$ cat src/rtl/sync_fifo_flags_pkg.sv
// sync_fifo_flags_pkg: shared FWFT mode constants, count width and threshold legality check
package sync_fifo_flags_pkg;

    localparam bit FWFT_OFF = 1'b0;
    localparam bit FWFT_ON  = 1'b1;

    // Count must hold 0..depth inclusive, hence one bit more than the address
    function automatic int countWidth(input int depth);
        return $clog2(depth) + 1;
    endfunction

    function automatic bit threshOk(input int depth, input int aFull, input int aEmpty);
        return (depth >= 2) && ((depth & (depth - 1)) == 0) && (aEmpty < aFull) && (aFull <= depth);
    endfunction

endpackage

$ cat src/rtl/sync_fifo_mem.sv
// sync_fifo_mem: one write port, registered read (EBR style) or combinational read (FWFT)
module sync_fifo_mem
    import sync_fifo_flags_pkg::*;
#(
    parameter int DATA_WIDTH = 8,
    parameter int FIFO_DEPTH = 16,
    parameter bit FWFT       = FWFT_OFF,
    localparam int AW        = $clog2(FIFO_DEPTH)
) (
    input  logic                  iClk,
    input  logic                  iRstN,
    input  logic                  iWrEn,
    input  logic [AW-1:0]         iWrAddr,
    input  logic [DATA_WIDTH-1:0] iWrData,
    input  logic                  iRdEn,
    input  logic [AW-1:0]         iRdAddr,
    output logic [DATA_WIDTH-1:0] oRdData
);

    logic [DATA_WIDTH-1:0] mem [FIFO_DEPTH];

    // Storage array carries no reset so it can map onto block or LUT RAM
    always_ff @(posedge iClk) begin
        if (iWrEn) mem[iWrAddr] <= iWrData;
    end

    if (FWFT == FWFT_ON) begin : gAsyncRd
        logic unusedRd;
        assign unusedRd = iRdEn & iRstN;
        assign oRdData  = mem[iRdAddr];
    end else begin : gSyncRd
        logic [DATA_WIDTH-1:0] rdDataQ;
        // Output register loads only on a popped word and otherwise holds its value
        always_ff @(posedge iClk or negedge iRstN) begin
            if (!iRstN)     rdDataQ <= '0;
            else if (iRdEn) rdDataQ <= mem[iRdAddr];
        end
        assign oRdData = rdDataQ;
    end

endmodule

$ cat src/rtl/sync_fifo_flags.sv
// sync_fifo_flags: single-clock FIFO with registered count, threshold flags, sticky errors and optional FWFT
module sync_fifo_flags
    import sync_fifo_flags_pkg::*;
#(
    parameter int DATA_WIDTH    = 8,
    parameter int FIFO_DEPTH    = 16,
    parameter int AFULL_THRESH  = FIFO_DEPTH - 2,
    parameter int AEMPTY_THRESH = 2,
    parameter bit FWFT          = FWFT_OFF,
    localparam int CW           = countWidth(FIFO_DEPTH)
) (
    input  logic                  iClk,
    input  logic                  iRstN,
    input  logic                  iClr,
    input  logic                  iWrEn,
    input  logic [DATA_WIDTH-1:0] iWrData,
    output logic                  oFull,
    output logic                  oAlmostFull,
    output logic                  oOverflow,
    input  logic                  iRdEn,
    output logic [DATA_WIDTH-1:0] oRdData,
    output logic                  oRdValid,
    output logic                  oEmpty,
    output logic                  oAlmostEmpty,
    output logic                  oUnderflow,
    output logic [CW-1:0]         oCount
);

    localparam int AW = $clog2(FIFO_DEPTH);

    if (!threshOk(FIFO_DEPTH, AFULL_THRESH, AEMPTY_THRESH)) begin : gBadParams
        $error("sync_fifo_flags: illegal depth or threshold parameters");
    end

    logic [AW-1:0] wrPtr, rdPtr;
    logic [CW-1:0] count;
    logic          overflowQ, underflowQ, rdValidQ;
    logic          wrAcc, rdAcc;

    // Acceptance uses registered flags so a full FIFO still takes a read and an empty one a write
    always_comb begin
        wrAcc = iWrEn & ~oFull;
        rdAcc = iRdEn & ~oEmpty;
    end

    // Pointers, occupancy and sticky errors; clear overrides any traffic that cycle
    always_ff @(posedge iClk or negedge iRstN) begin
        if (!iRstN) begin
            wrPtr      <= '0;
            rdPtr      <= '0;
            count      <= '0;
            overflowQ  <= 1'b0;
            underflowQ <= 1'b0;
            rdValidQ   <= 1'b0;
        end else if (iClr) begin
            wrPtr      <= '0;
            rdPtr      <= '0;
            count      <= '0;
            overflowQ  <= 1'b0;
            underflowQ <= 1'b0;
            rdValidQ   <= 1'b0;
        end else begin
            if (wrAcc) wrPtr <= wrPtr + AW'(1);
            if (rdAcc) rdPtr <= rdPtr + AW'(1);
            if (wrAcc & ~rdAcc)      count <= count + CW'(1);
            else if (rdAcc & ~wrAcc) count <= count - CW'(1);
            overflowQ  <= overflowQ | (iWrEn & oFull);
            underflowQ <= underflowQ | (iRdEn & oEmpty);
            rdValidQ   <= rdAcc;
        end
    end

    sync_fifo_mem #(
        .DATA_WIDTH(DATA_WIDTH),
        .FIFO_DEPTH(FIFO_DEPTH),
        .FWFT      (FWFT)
    ) uMem (
        .iClk   (iClk),
        .iRstN  (iRstN),
        .iWrEn  (wrAcc & ~iClr),
        .iWrAddr(wrPtr),
        .iWrData(iWrData),
        .iRdEn  (rdAcc & ~iClr),
        .iRdAddr(rdPtr),
        .oRdData(oRdData)
    );

    // Status flags decode from the registered count only
    always_comb begin
        oCount       = count;
        oFull        = count == CW'(FIFO_DEPTH);
        oEmpty       = count == '0;
        oAlmostFull  = count >= CW'(AFULL_THRESH);
        oAlmostEmpty = count <= CW'(AEMPTY_THRESH);
        oOverflow    = overflowQ;
        oUnderflow   = underflowQ;
        oRdValid     = (FWFT == FWFT_ON) ? ~oEmpty : rdValidQ;
    end

endmodule

$ cat config.mk
export PLATFORM = sky130hd
export DESIGN_NAME = sync_fifo_flags
export DESIGN_NICKNAME = d
export VERILOG_FILES = /design/src/rtl/sync_fifo_flags_pkg.sv /design/src/rtl/sync_fifo_mem.sv /design/src/rtl/sync_fifo_flags.sv
export SDC_FILE = /design/constraint.sdc
export NUM_CORES = 1
export LEC_CHECK = 0
export ABC_AREA = 1
export BUFFER_PORTS_ARGS = -buffer_cell sky130_fd_sc_hd__clkbuf_2
export CAP_MARGIN = 20
export CORE_UTILIZATION = 43
export CTS_CLUSTER_SIZE = 24
export DETAILED_ROUTE_END_ITERATION = 12
export PLACE_DENSITY = 0.62
export SLEW_MARGIN = 10
export SYNTH_ARGS = -nofsm -noshare
export SYNTH_HDL_FRONTEND = slang
export SYNTH_SLANG_ARGS = --single-unit
$ cat constraint.sdc
create_clock -name iClk -period 5.64 [get_ports iClk]
set_input_delay 0.564 -clock iClk [delete_from_list [all_inputs] [get_ports iClk]]
set_output_delay 0.564 -clock iClk [all_outputs]
set_load 0.1 [all_outputs]
Word level (Yosys, flattened, before mapping)
Memories as Yosys holds them, arrays and structs flattened. A register that Yosys moved wholly into a read port is not among the register bits.
Cells that the tools add are included.
- bitwise operators: 15
- mux-type cells: 12
- equal/unequal tests: 1
- reductions and logical operators: 5
- order comparisons: 2
- add/sub/neg operators: 4
- operator list (operator ; number):
    2-to-1 mux 4 bit ; 4
    2-to-1 mux 5 bit ; 3
    adder 4 x 1 -> 4 bit, second input constant ; 2
    bitwise AND 1 bit ; 8
    adder 5 x 1 -> 5 bit, second input constant ; 1
    == test 5 bit, second input constant ; 1
    greater-or-equal comparator 5 x 4 -> 1 bit, second input constant ; 1
    <= comparator 5 x 2 -> 1 bit, second input constant ; 1
    logical NOT 5 bit ; 1
    2-to-1 mux 1 bit ; 5
    inverter 1 bit ; 5
    subtractor 5 x 1 -> 5 bit, second input constant ; 1
    nonzero test 2 bit ; 2
    nonzero test 3 bit ; 1
    bitwise OR 1 bit ; 2
    logical NOT 1 bit ; 1
- logic and storage cells: 46
- RAM bits: 128
- input port bits: 13
- register bits after elaboration: 16
- memories: 1
- output and inout bits: 20
- memories (name ; depth ; width ; read ports ; clocked after Yosys merged registers in ; write ports ; line ; RTL):
    uMem.mem ; 16 ; 8 ; 1 ; 1 ; 1 ; sync_fifo_mem.sv:20 ; logic [DATA_WIDTH-1:0] mem [FIFO_DEPTH];

Longest topological paths before layout
- word-level depth: 8
- depth in mapped cells: 15
- gate-level depth less buffers: 15

Cells and area by module
From an unflattened synthesis, not the netlist that was laid out.
- cell total of the unflattened synthesis: 595
- area, all modules: 6576.3 um^2
- modules (own cells, without submodules) (module ; cells each ; area each (um^2) ; times used ; seq. area each (um^2)):
    sync_fifo_mem ; 483 ; 5635.4 ; 1 ; 4043.9
    sync_fifo_flags ; 112 ; 940.9 ; 1 ; 400.4

Least setup slack after synthesis
No wires, ideal clock.
- kind: register to output
- start point: register count[2] (netlist: oCount[2])
- end point: output port oAlmostEmpty
- required time: 5.076 ns
- stages on the path, launching flop included: 4
- arrival: 2.612 ns
- setup slack: 2.464 ns
- path buffers: 0
- path through: dfrtp_1 -> nor2_2 -> nand2_1 -> a21oi_1
- cells in the longest elaborated chain, start to end: 1
- ends and longest elaborated chain (item ; line ; RTL):
    start, declared ; sync_fifo_flags.sv:36 ; logic [CW-1:0] count;
    start signal, assigned ; sync_fifo_flags.sv:65 ; if (wrAcc & ~rdAcc) count <= count + CW'(1);
    start signal, assigned ; sync_fifo_flags.sv:66 ; else if (rdAcc & ~wrAcc) count <= count - CW'(1);
    <= comparator 5 x 2 -> 1 bit ; sync_fifo_flags.sv:94 ; oAlmostEmpty = count <= CW'(AEMPTY_THRESH);
    end, declared ; sync_fifo_flags.sv:24 ; output logic oAlmostEmpty,
No other way between the ends.

Worst setup path in the final report
- start point: register count[1] (netlist: oCount[1])
- end point: memory uMem.mem[10][3], enable pin
- cells in the longest elaborated chain, start to end: 6
- ends and longest elaborated chain (item ; line ; RTL):
    == test 5 bit ; sync_fifo_flags.sv:91 ; oFull = count == CW'(FIFO_DEPTH);
    inverter 1 bit ; sync_fifo_flags.sv:42 ; wrAcc = iWrEn & ~oFull;
    bitwise AND 1 bit ; sync_fifo_flags.sv:42 ;
    bitwise AND 1 bit ; sync_fifo_flags.sv:80 ; .iWrEn (wrAcc & ~iClr),
    2-to-1 mux 1 bit ; sync_fifo_mem.sv:24 ; if (iWrEn) mem[iWrAddr] <= iWrData;
    2-to-1 mux 1 bit (implied by the code) ; sync_fifo_mem.sv:24 ;
    end, declared ; sync_fifo_mem.sv:20 ;
No other way between the ends.

==> results_dict.tcl <==
set metrics [dict create \
    run_status "finished clean" \
    grt_overflow_total 0 \
    post_synthesis_sequential_area_ratio_pct 66.4 \
    clock_root_buffer_master "clkbuf_16" \
    slew_headroom_pct 25.1 \
    synthesis.area_per_instance_sq_um 10.2 \
    final-setup-viol-count 0 \
    placed_area_sq_mm 0.00698 \
    i_o_pin_count 33 \
    antenna_cells_inserted 0 \
    power_density_mw_per_mm2 490 \
    syn_to_final_growth_pct 13.7 \
    critical_path.startpoint_type "flip-flop" \
    chipHeight_um 127 \
    drc_errors 0 \
    fraction_of_layout_cells_with_a_size_suffix_above_1_pct 12.5 \
    largest_net_degree_at_the_start_of_global_routing 68 \
    layout_min_cycle_time_ps 2530 \
    vdd_ir_drop_max_mv 0.274 \
    stdcell_area_sq_mm 0.00760 \
    fin_util_pct 50.0 \
    setup.reg_to_reg.worst_slack_ps 3110 \
    placement.io_buffers 32 \
    crit_type "flip-flop to flip-flop" \
    fin_crit_sh_pct 44.8 \
    first_pass_iters 5 \
    grt_setup_unrepaired "false" \
    tightest_slew_ps 1120 \
    totalNegativeSetupSlack_ps 0 \
    setup_ws_ps 3110 \
    wire_length_of_the_first_global_routing_pass_um 24500 \
    post_synthesis_cell_type_count 27 \
    totalPowerFinal_mw 3.73 \
    max_cap_violations 0 \
    critical_path_peak_fanout 8 \
    layout.cells.most_common_list "255 x nand2_1, 128 x edfxtp_1, 75 x nand3_1" \
    dp_worst_setup_slack_ps 3050 \
    layout.cells.non_filler 890 \
    total_global_route_track_usage_pct 20.9 \
    via_count 4566 \
    r2r-end "uMem.mem[10][3]" \
    yosys_register_bits 152 \
    clock_latency_ps 430 \
    grt_pass1_vias 4541 \
    combined_area_of_all_synthesized_cells_sq_mm 0.00669 \
    cts.repair_timing.setup_buffer_count 0 \
    crit_arrival_ps 2570 \
    max_freq_mhz 396 \
    antenna_found_initial 0 \
    whs_ps 127 \
    post_syn_instances 654 \
    tritoncts "yes" \
    place_hpwl_um 10000 \
    detail_route.vias_per_cell 5.13 \
    timing.critical_path.to_type "flip-flop" \
    fp.dieW_um 127 \
    cts_hold_repair.buffers 0 \
    clock_sinks 152 \
    regToRegStartpoint "oCount[1]" \
    hold_path_class "primary input to asynchronous set/reset pin" \
    rows 45 \
    fp.coreArea_sq_mm 0.0152 \
    cts-resized-gates 0 \
    wirelength_um 15400 \
    clk_pin_slew_worst_paths_ps 60 \
    seqCellArea_sq_mm 0.00445 \
    placed_cells_incl_taps 852 \
    mappedNetlistNets 677 \
    layout.cells.most_common "nand2_1" \
    slew_viol_final 0 \
    globalplace.congestion 0.839 \
    synthesis.yosys.warnings 0 \
    initial_drc_count 362 \
    ctsLongestPathBuffers 2 \
    final_antenna_net_count 0 \
    leakage_nw 3.22 \
    final_nets 712 \
    layout.filler_cells 1388 \
    worst_r2r_path_depth 6 \
    h-tree-depth 4 \
    floorplan.die_area_sq_mm 0.0161 \
    required_ps 5690 \
    finalClockSkew_ps 8.08 \
    hold_violations 0 \
    initial_core_util_pct 44.0 \
    numCtsBuffers 17 \
    avgRoutedWirePerCell_um 17.3 \
    multiInputGateArea_sq_mm 0.00190 \
]
## state kept, by name (all words and copies together) (netlist names)
register / flops
oCount: 5
oOverflow: 1
uMem.mem: 128
oUnderflow: 1
uMem.oRdData: 8
rdPtr: 4
oRdValid: 1
wrPtr: 4
## critical path: stages (launching register included)
cell and delay, ps:
dfrtp_1 490, nor2_1 130, nand3_2 110, nand2_4 80, nor2_1 210, inv_1 220
nor3_1 900
## cells by family (layout without fill, tap and decap cells)
group                      count (synthesis)  after routing  share of synthesized area, %
AOI/OAI and AO/OA                         23             23                          1.72
buffers and inverters                     81            129                          5.18
adders and majority gates                 10             10                          1.98
and+or+nand+nor                          387            387                          24.5
xor gates and xnor gates                   1              1                         0.131
DFF                                      152            152                          66.4
## how the worst max path moves through the flow
stage	from	endpoint	depth (start not counted)
3_5_place_dp	iClr	uMem.mem[13][0]	4
3_3_place_gp	iClr	uMem.mem[13][0]	4
2_1_floorplan	oCount[2]	oAlmostEmpty	3
5_1_grt	rdPtr[0]	uMem.oRdData[6]	8
6_report	oCount[1]	uMem.mem[10][3]	6
4_1_cts	oCount[1]	uMem.mem[13][3]	6
## report_power, final
group	internal [mW]	switching, mW
logic	0.261	0.973
registers	1.28	0.0672
clock network	0.695	0.445
## metal layers
layer	routed length [um]	global-route usage (%)	vias up
met1	6930	25.9	2230
met3	615	5.65	16
met4	227	8.19	0
met2	7610	35.1	95
met5	0	0	-
li1	-	-	2225
## synthesized netlist by cell type
library cell | n | area share (%)
nand3_1 | 75 | 5.6
fa_1 | 1 | 0.30
o21ai_0 | 10 | 0.75
or2_2 | 1 | 0.094
a21oi_1 | 8 | 0.60
nand2_2 | 3 | 0.28
buf_2 | 17 | 1.3
buf_4 | 5 | 0.56
nor2_2 | 1 | 0.094
nand4_1 | 1 | 0.094
nand2_4 | 4 | 0.67
clkbuf_1 | 5 | 0.28
clkinv_1 | 2 | 0.11
edfxtp_1 | 128 | 57
inv_4 | 1 | 0.094
inv_2 | 4 | 0.22
nor2_8 | 1 | 0.30
dfrtp_1 | 24 | 9.0
xor2_1 | 1 | 0.13
nor2_1 | 29 | 1.6
nand3_2 | 2 | 0.30
o21ai_1 | 5 | 0.37
ha_1 | 9 | 1.7
inv_1 | 47 | 2.6
nor3_1 | 14 | 1.0
nand3b_1 | 1 | 0.11
nand2_1 | 255 | 14
## layout make-up
type / instances / area share [%]
sequential: 152 / 58.5
multi-input combinational: 421 / 25.0
clock buffer: 21 / 5.79
tap: 188 / 3.09
timing repair buffer: 43 / 3.03
inverter: 54 / 2.70
clock inverter: 11 / 1.97
(Power assumes the default switching activity.)
